[config.mk]
export PLATFORM = sky130hd
export DESIGN_NAME = uart_rx_flat
export DESIGN_NICKNAME = d
export VERILOG_FILES = /design/src/rtl/uart_rx_if.sv /design/src/rtl/uart_rx.sv /design/src/flat_wrapper.sv
export SDC_FILE = /design/constraint.sdc
export NUM_CORES = 1
export LEC_CHECK = 0
export ABC_AREA = 1
export ABC_CLOCK_PERIOD_IN_PS = 1900
export CAP_MARGIN = 0
export CORE_ASPECT_RATIO = 0.8
export CORE_MARGIN = 3
export CORE_UTILIZATION = 58
export CTS_CLUSTER_DIAMETER = 80
export DETAILED_ROUTE_END_ITERATION = 12
export GPL_ROUTABILITY_DRIVEN = 0
export GPL_TIMING_DRIVEN = 1
export HOLD_SLACK_MARGIN = 0.15
export PLACE_DENSITY = 0.79
export REMOVE_ABC_BUFFERS = 1
export SETUP_SLACK_MARGIN = 0.4
export SLEW_MARGIN = 10
export SYNTH_ARGS = -nofsm -noshare
export SYNTH_HDL_FRONTEND = slang
export SYNTH_SLANG_ARGS = --single-unit
[constraint.sdc]
create_clock -name clk -period 1.9 [get_ports clk]
set_clock_uncertainty 0.05 [all_clocks]
set_input_delay 0.19 -clock clk [delete_from_list [all_inputs] [get_ports clk]]
set_output_delay 0.19 -clock clk [all_outputs]
set_load 0.05 [all_outputs]
[src/rtl/uart_rx_if.sv]
// Bus-side and line-side signals of the UART receiver.
// The receiver uses the slave modport; the line driver and the consumer use master.
`timescale 1ns/1ps
interface uart_rx_if #(
    parameter int Nbit = 8
);
    logic            SerialDataIn;
    logic            clr_rx_flag;
    logic [Nbit-1:0] DataRx;
    logic            endRx_flag;
    logic            frame_err;
    logic            overrun;

    modport slave (
        input  SerialDataIn,
        input  clr_rx_flag,
        output DataRx,
        output endRx_flag,
        output frame_err,
        output overrun
    );

    modport master (
        output SerialDataIn,
        output clr_rx_flag,
        input  DataRx,
        input  endRx_flag,
        input  frame_err,
        input  overrun
    );
endinterface

[src/rtl/uart_rx.sv]
// 8N1-style UART receiver: mid-bit sampling, sticky completion flag,
// framing and overrun detection. Baud timing matches uart_tx.
`timescale 1ns/1ps
module uart_rx #(
    parameter int Nbit     = 8,
    parameter int baudrate = 9600,
    parameter int clk_freq = 50000000
) (
    input  logic      clk,
    input  logic      reset,
    uart_rx_if.slave  bus
);
    localparam int BIT_TIME = clk_freq / baudrate;
    localparam int HALF_BIT = BIT_TIME / 2;
    localparam int BAUD_W   = (BIT_TIME > 1) ? $clog2(BIT_TIME) : 1;
    localparam int BITN_W   = $clog2(Nbit) + 1;

    localparam logic [BAUD_W-1:0] BAUD_LAST = BAUD_W'(BIT_TIME - 1);
    localparam logic [BAUD_W-1:0] BAUD_HALF = BAUD_W'(HALF_BIT - 1);
    localparam logic [BITN_W-1:0] BIT_LAST  = BITN_W'(Nbit - 1);

    localparam logic [2:0] S_IDLE      = 3'd0;
    localparam logic [2:0] S_START     = 3'd1;
    localparam logic [2:0] S_DATA      = 3'd2;
    localparam logic [2:0] S_STOP      = 3'd3;
    localparam logic [2:0] S_WAIT_HIGH = 3'd4;

    logic [1:0]        sync_q, sync_d;
    logic [2:0]        state_q, state_d;
    logic [BAUD_W-1:0] baud_q, baud_d;
    logic [BITN_W-1:0] bitn_q, bitn_d;
    logic [Nbit-1:0]   shift_q, shift_d;
    logic [Nbit-1:0]   data_q, data_d;
    logic              end_q, end_d;
    logic              ferr_q, ferr_d;
    logic              ovr_q, ovr_d;
    logic              rx_s;
    logic              done;

    assign rx_s = sync_q[1];

    always_comb begin
        sync_d  = {sync_q[0], bus.SerialDataIn};
        state_d = state_q;
        baud_d  = baud_q;
        bitn_d  = bitn_q;
        shift_d = shift_q;
        done    = 1'b0;

        case (state_q)
            S_IDLE: begin
                baud_d = '0;
                bitn_d = '0;
                if (!rx_s) state_d = S_START;
            end
            S_START: begin
                if (baud_q == BAUD_HALF) begin
                    baud_d  = '0;
                    state_d = rx_s ? S_IDLE : S_DATA;
                end else begin
                    baud_d = baud_q + 1'b1;
                end
            end
            S_DATA: begin
                if (baud_q == BAUD_LAST) begin
                    baud_d  = '0;
                    shift_d = {rx_s, shift_q[Nbit-1:1]};
                    if (bitn_q == BIT_LAST) begin
                        bitn_d  = '0;
                        state_d = S_STOP;
                    end else begin
                        bitn_d = bitn_q + 1'b1;
                    end
                end else begin
                    baud_d = baud_q + 1'b1;
                end
            end
            S_STOP: begin
                if (baud_q == BAUD_LAST) begin
                    baud_d  = '0;
                    done    = 1'b1;
                    state_d = rx_s ? S_IDLE : S_WAIT_HIGH;
                end else begin
                    baud_d = baud_q + 1'b1;
                end
            end
            // A held-low line (break) must not be mistaken for the next start bit.
            S_WAIT_HIGH: begin
                if (rx_s) state_d = S_IDLE;
            end
            default: state_d = S_IDLE;
        endcase
    end

    always_comb begin
        data_d = data_q;
        end_d  = end_q;
        ferr_d = ferr_q;
        ovr_d  = ovr_q;
        if (!bus.clr_rx_flag) begin
            end_d  = 1'b0;
            ferr_d = 1'b0;
            ovr_d  = 1'b0;
        end
        // Completion overrides a simultaneous clear; overrun then reads 0.
        if (done) begin
            data_d = shift_q;
            end_d  = 1'b1;
            ferr_d = ~rx_s;
            ovr_d  = bus.clr_rx_flag ? (ovr_q | end_q) : 1'b0;
        end
    end

    always_ff @(posedge clk or negedge reset) begin
        if (!reset) begin
            sync_q  <= 2'b11;
            state_q <= S_IDLE;
            baud_q  <= '0;
            bitn_q  <= '0;
            shift_q <= '0;
            data_q  <= '0;
            end_q   <= 1'b0;
            ferr_q  <= 1'b0;
            ovr_q   <= 1'b0;
        end else begin
            sync_q  <= sync_d;
            state_q <= state_d;
            baud_q  <= baud_d;
            bitn_q  <= bitn_d;
            shift_q <= shift_d;
            data_q  <= data_d;
            end_q   <= end_d;
            ferr_q  <= ferr_d;
            ovr_q   <= ovr_d;
        end
    end

    assign bus.DataRx     = data_q;
    assign bus.endRx_flag = end_q;
    assign bus.frame_err  = ferr_q;
    assign bus.overrun    = ovr_q;
endmodule

[src/flat_wrapper.sv]
// flat-port wrapper written by rule: the top's interface ports become plain ports
module uart_rx_flat 
#(
    parameter int Nbit     = 8,
    parameter int baudrate = 9600,
    parameter int clk_freq = 50000000
)
  (clk, reset, bus_SerialDataIn, bus_clr_rx_flag, bus_DataRx, bus_endRx_flag, bus_frame_err, bus_overrun);
  uart_rx_if #(.Nbit(Nbit)) bus_i ();
  input  logic clk;
  input  logic reset;
  input wire logic [$bits(bus_i.SerialDataIn)-1:0] bus_SerialDataIn;
  input wire logic [$bits(bus_i.clr_rx_flag)-1:0] bus_clr_rx_flag;
  output wire logic [$bits(bus_i.DataRx)-1:0] bus_DataRx;
  output wire logic [$bits(bus_i.endRx_flag)-1:0] bus_endRx_flag;
  output wire logic [$bits(bus_i.frame_err)-1:0] bus_frame_err;
  output wire logic [$bits(bus_i.overrun)-1:0] bus_overrun;
  assign bus_i.SerialDataIn = bus_SerialDataIn;
  assign bus_i.clr_rx_flag = bus_clr_rx_flag;
  assign bus_DataRx = bus_i.DataRx;
  assign bus_endRx_flag = bus_i.endRx_flag;
  assign bus_frame_err = bus_i.frame_err;
  assign bus_overrun = bus_i.overrun;
  uart_rx #(.Nbit(Nbit), .baudrate(baudrate), .clk_freq(clk_freq)) u_core (.clk(clk), .reset(reset), .bus(bus_i));
endmodule
==> run metrics <==
WS Path Type=flop to flop; Synth Flop Type=dfrtp_1; initial core utilization=62.1%; largest stage delay on the critical path=0.42 ns; DRC violations left=0; Via density=~5.4; RSZ-0062 raised after global routing=true; Async SR Flop Fraction=100%; Final Critical Period=between 1.5 and 2 ns; Fillers=between 200 and 250; all-layer global routing usage=22.2%; synth warn=0; startpoint types=flop; Reg power frac=50.1%; Final Hold Fails=0; Syn Area/Cell=8.46 um^2; Rows=19; WP buf/inv=0; Worst slew margin=between 60% and 70%; synthesized flop and latch total=41; area of the die=approximately 4600 um^2; crit path cell chain=ha_2, nand2_1, nor2_1, nand3_2, nand2_4, nand2_8, nor2_8, nor2_2; Cell Area, Placed=roughly 2400 um^2; max cap viols=0; WL final=roughly 4700 um; most instantiated cells after synthesis=nand2_1 (65), dfrtp_1 (39), nand3_1 (22); met1 wire length=2240 um; pre-CTS setup slack=0.201 ns; Port Buf Inserts=14; CP max stage cell=dfrtp_2; TritonCTS clock tree=yes; Sum Neg Setup Slack=0 ns; DR iter-0 viols=155; Clk Latency, worst-skew pair=0.30 ns; Max clock buf depth=2; area of the multi-input gates=between 1000 and 1500 um^2; reg2reg setup slack=approximately 0.32 ns; global-route wire length before repair=7510 um; Peak Freq=635 MHz; post-synthesis sequential area ratio=46.8%; vias=1809; Max Fanout on Critical Path=7; Die Y=around 61 um; Routed WL per cell=roughly 14 um; Peak VDD IR=0.000648 V; final period utilization=82.9%; # H-tree levels=2; Comb pwr share=around 1.8%; WP data arrival=1.71 ns; CTS sink cnt=41; Synth top area share=44.4%; Int Power=1420 uW; final antenna diode count=0; Sw Ratio=19.2%; Psw=between 300 and 400 uW; Final setup viols=0; largest net degree at the start of global routing=23; Final HPWL DP=3220 um; cell with the most instances after synthesis=nand2_1; clk root buf=clkbuf_8; Pins Over Slew Limit=0; Reg area=1040 um^2; WL met2=2110 um; HP Class=primary input to flop; Pleak=0.00127 uW; final worst setup slack=0.324 ns; vias in the first global route=1680; clock power share=48.2%; delay-heaviest family, CP=simple AND/OR/NAND/NOR gates; die width=74.9 um; Yosys top cell by area=dfrtp_1; first-pass iteration count of the detailed router=4; EDFF count, synth=0; top cells by area, synth=dfrtp_1 (44%), nand2_1 (11%), nand3_1 (5.0%); cells after synthesis=260; IO Count=15; Cell variety after synth=33; number of buffers created by CTS=5; Layout area overhead=24.1%; total core area=3540 um^2; design area=2730 um^2; nets=297; Clock transition at path regs=0.07 ns; crit end category=flop; Worst Max-Slew Pin Slew=0.502 ns; Detail Route Antenna Nets=0; Data required, critical path=between 2 and 2.5 ns; met3 wire len=303 um; share of cells above drive strength 1=30.2%; run status=complete, no violations; antenna violations before repair=0; GRT overflow=0; Cell Pwr Density=642 nW/um^2; Synth Cell Area=~2200 um^2; top sig layer=met4
## layer usage
metal  global-route usage (%)  vias to the layer above
met1                     31.7                      856
met4                     5.58                        0
met5                        0                        -
li1                         -                      892
met2                     33.3                       57
met3                     6.85                        4
## placed cells by master (no fill, tap or decap), types with 3 or more instances in the layout
cell           instances
clkbuf_8               5
nor2_2                14
xor2_1                 8
o21ai_0                3
buf_4                  9
nand2_4                4
dlygate4sd2_1         10
dfrtp_1               33
nor3_1                 5
inv_2                  9
a21oi_2                9
nor2_4                 5
nand3_1               20
nand2_1               63
dfrtp_2                6
nor3_2                 5
o21ai_1               10
inv_1                 18
nand4_1                6
nor2_1                15
## worst reg2reg max path, stage by stage (launching register included)
cell,delay [ns]
dfrtp_2,0.42
ha_2,0.20
nand2_1,0.06
nor2_1,0.16
nand3_2,0.15
nand2_4,0.12
nand2_8,0.08
nor2_8,0.17
nor2_2,0.05
## repair_timing
item                       4_1_cts  5_1_grt
hold buffers                     1        0
buffers inserted                 3        7
setup endpoints to repair       49       39
pin swaps                       10        9
hold endpoints to repair        21        0
cloned                           0        1
gates resized for setup         24       26
## metrics by stage
step                      instances  utilization, %  hold slack, ns  total power (uW)
final                           333            77.1           0.257              1750
after global routing            333            77.1           0.251              1810
after CTS                       325            73.0           0.256              1760
after detailed placement        313            66.9           0.139               925
after global placement          313            66.9           0.140               925
after floorplan                 254               -          -0.156               897
## sequential cells by signal (all words and copies together) (netlist names)
signal,count
u_core.state_q,3
u_core.bitn_q,4
u_core.bus.DataRx,8
u_core.sync_q,2
u_core.bus.frame_err,1
u_core.baud_q,13
u_core.shift_q,8
u_core.bus.overrun,1
u_core.bus.endRx_flag,1
## path summary, 6_finish.rpt
| path | to | depth (start not counted) | start |
|---|---|---|---|
| setup / recovery | u_core.baud_q[2]$_DFFE_PN0P_ | 8 | u_core.baud_q[1]$_DFFE_PN0P_ |
| hold / removal | u_core.sync_q[0]$_DFF_PN1_ | 1 | bus_SerialDataIn |
| setup reg to reg | u_core.baud_q[2]$_DFFE_PN0P_ | 8 | u_core.baud_q[1]$_DFFE_PN0P_ |
| hold reg to reg | u_core.sync_q[1]$_DFF_PN1_ | 0 | u_core.sync_q[0]$_DFF_PN1_ |
| max in group asynchronous | u_core.sync_q[1]$_DFF_PN1_ | 3 | reset |
| min in group asynchronous | u_core.bus.DataRx[2]$_DFFE_PN0P_ | 2 | reset |
## power groups by stage
stage                     logic, uW  clock network, uW  registers [uW]
after global routing           36.0                895             878
final                          31.1                844             877
after detailed placement       31.0                  0             894
after global placement         30.7                  0             894
after floorplan                2.64                  0             894
after CTS                      32.7                851             877
## final cells by class
| type | instances | share of cell area, % |
|---|---|---|
| sequential | 41 | 37.9 |
| clock buffer | 5 | 2.52 |
| timing repair buffer | 28 | 9.62 |
| multi-input combinational | 186 | 41.5 |
| inverter | 28 | 3.94 |
| tap | 42 | 1.92 |
| clock inverter | 3 | 2.52 |
## logic make-up after synthesis
| family | share of synthesized area, % |
|---|---|
| flops | 46.8 |
| compound gates | 6.48 |
| fa+ha+maj | 1.71 |
| buf+inv | 7.22 |
| xor+xnor | 3.58 |
| simple gates | 34.2 |
Note: power is estimated with default switching activity, not from simulation.
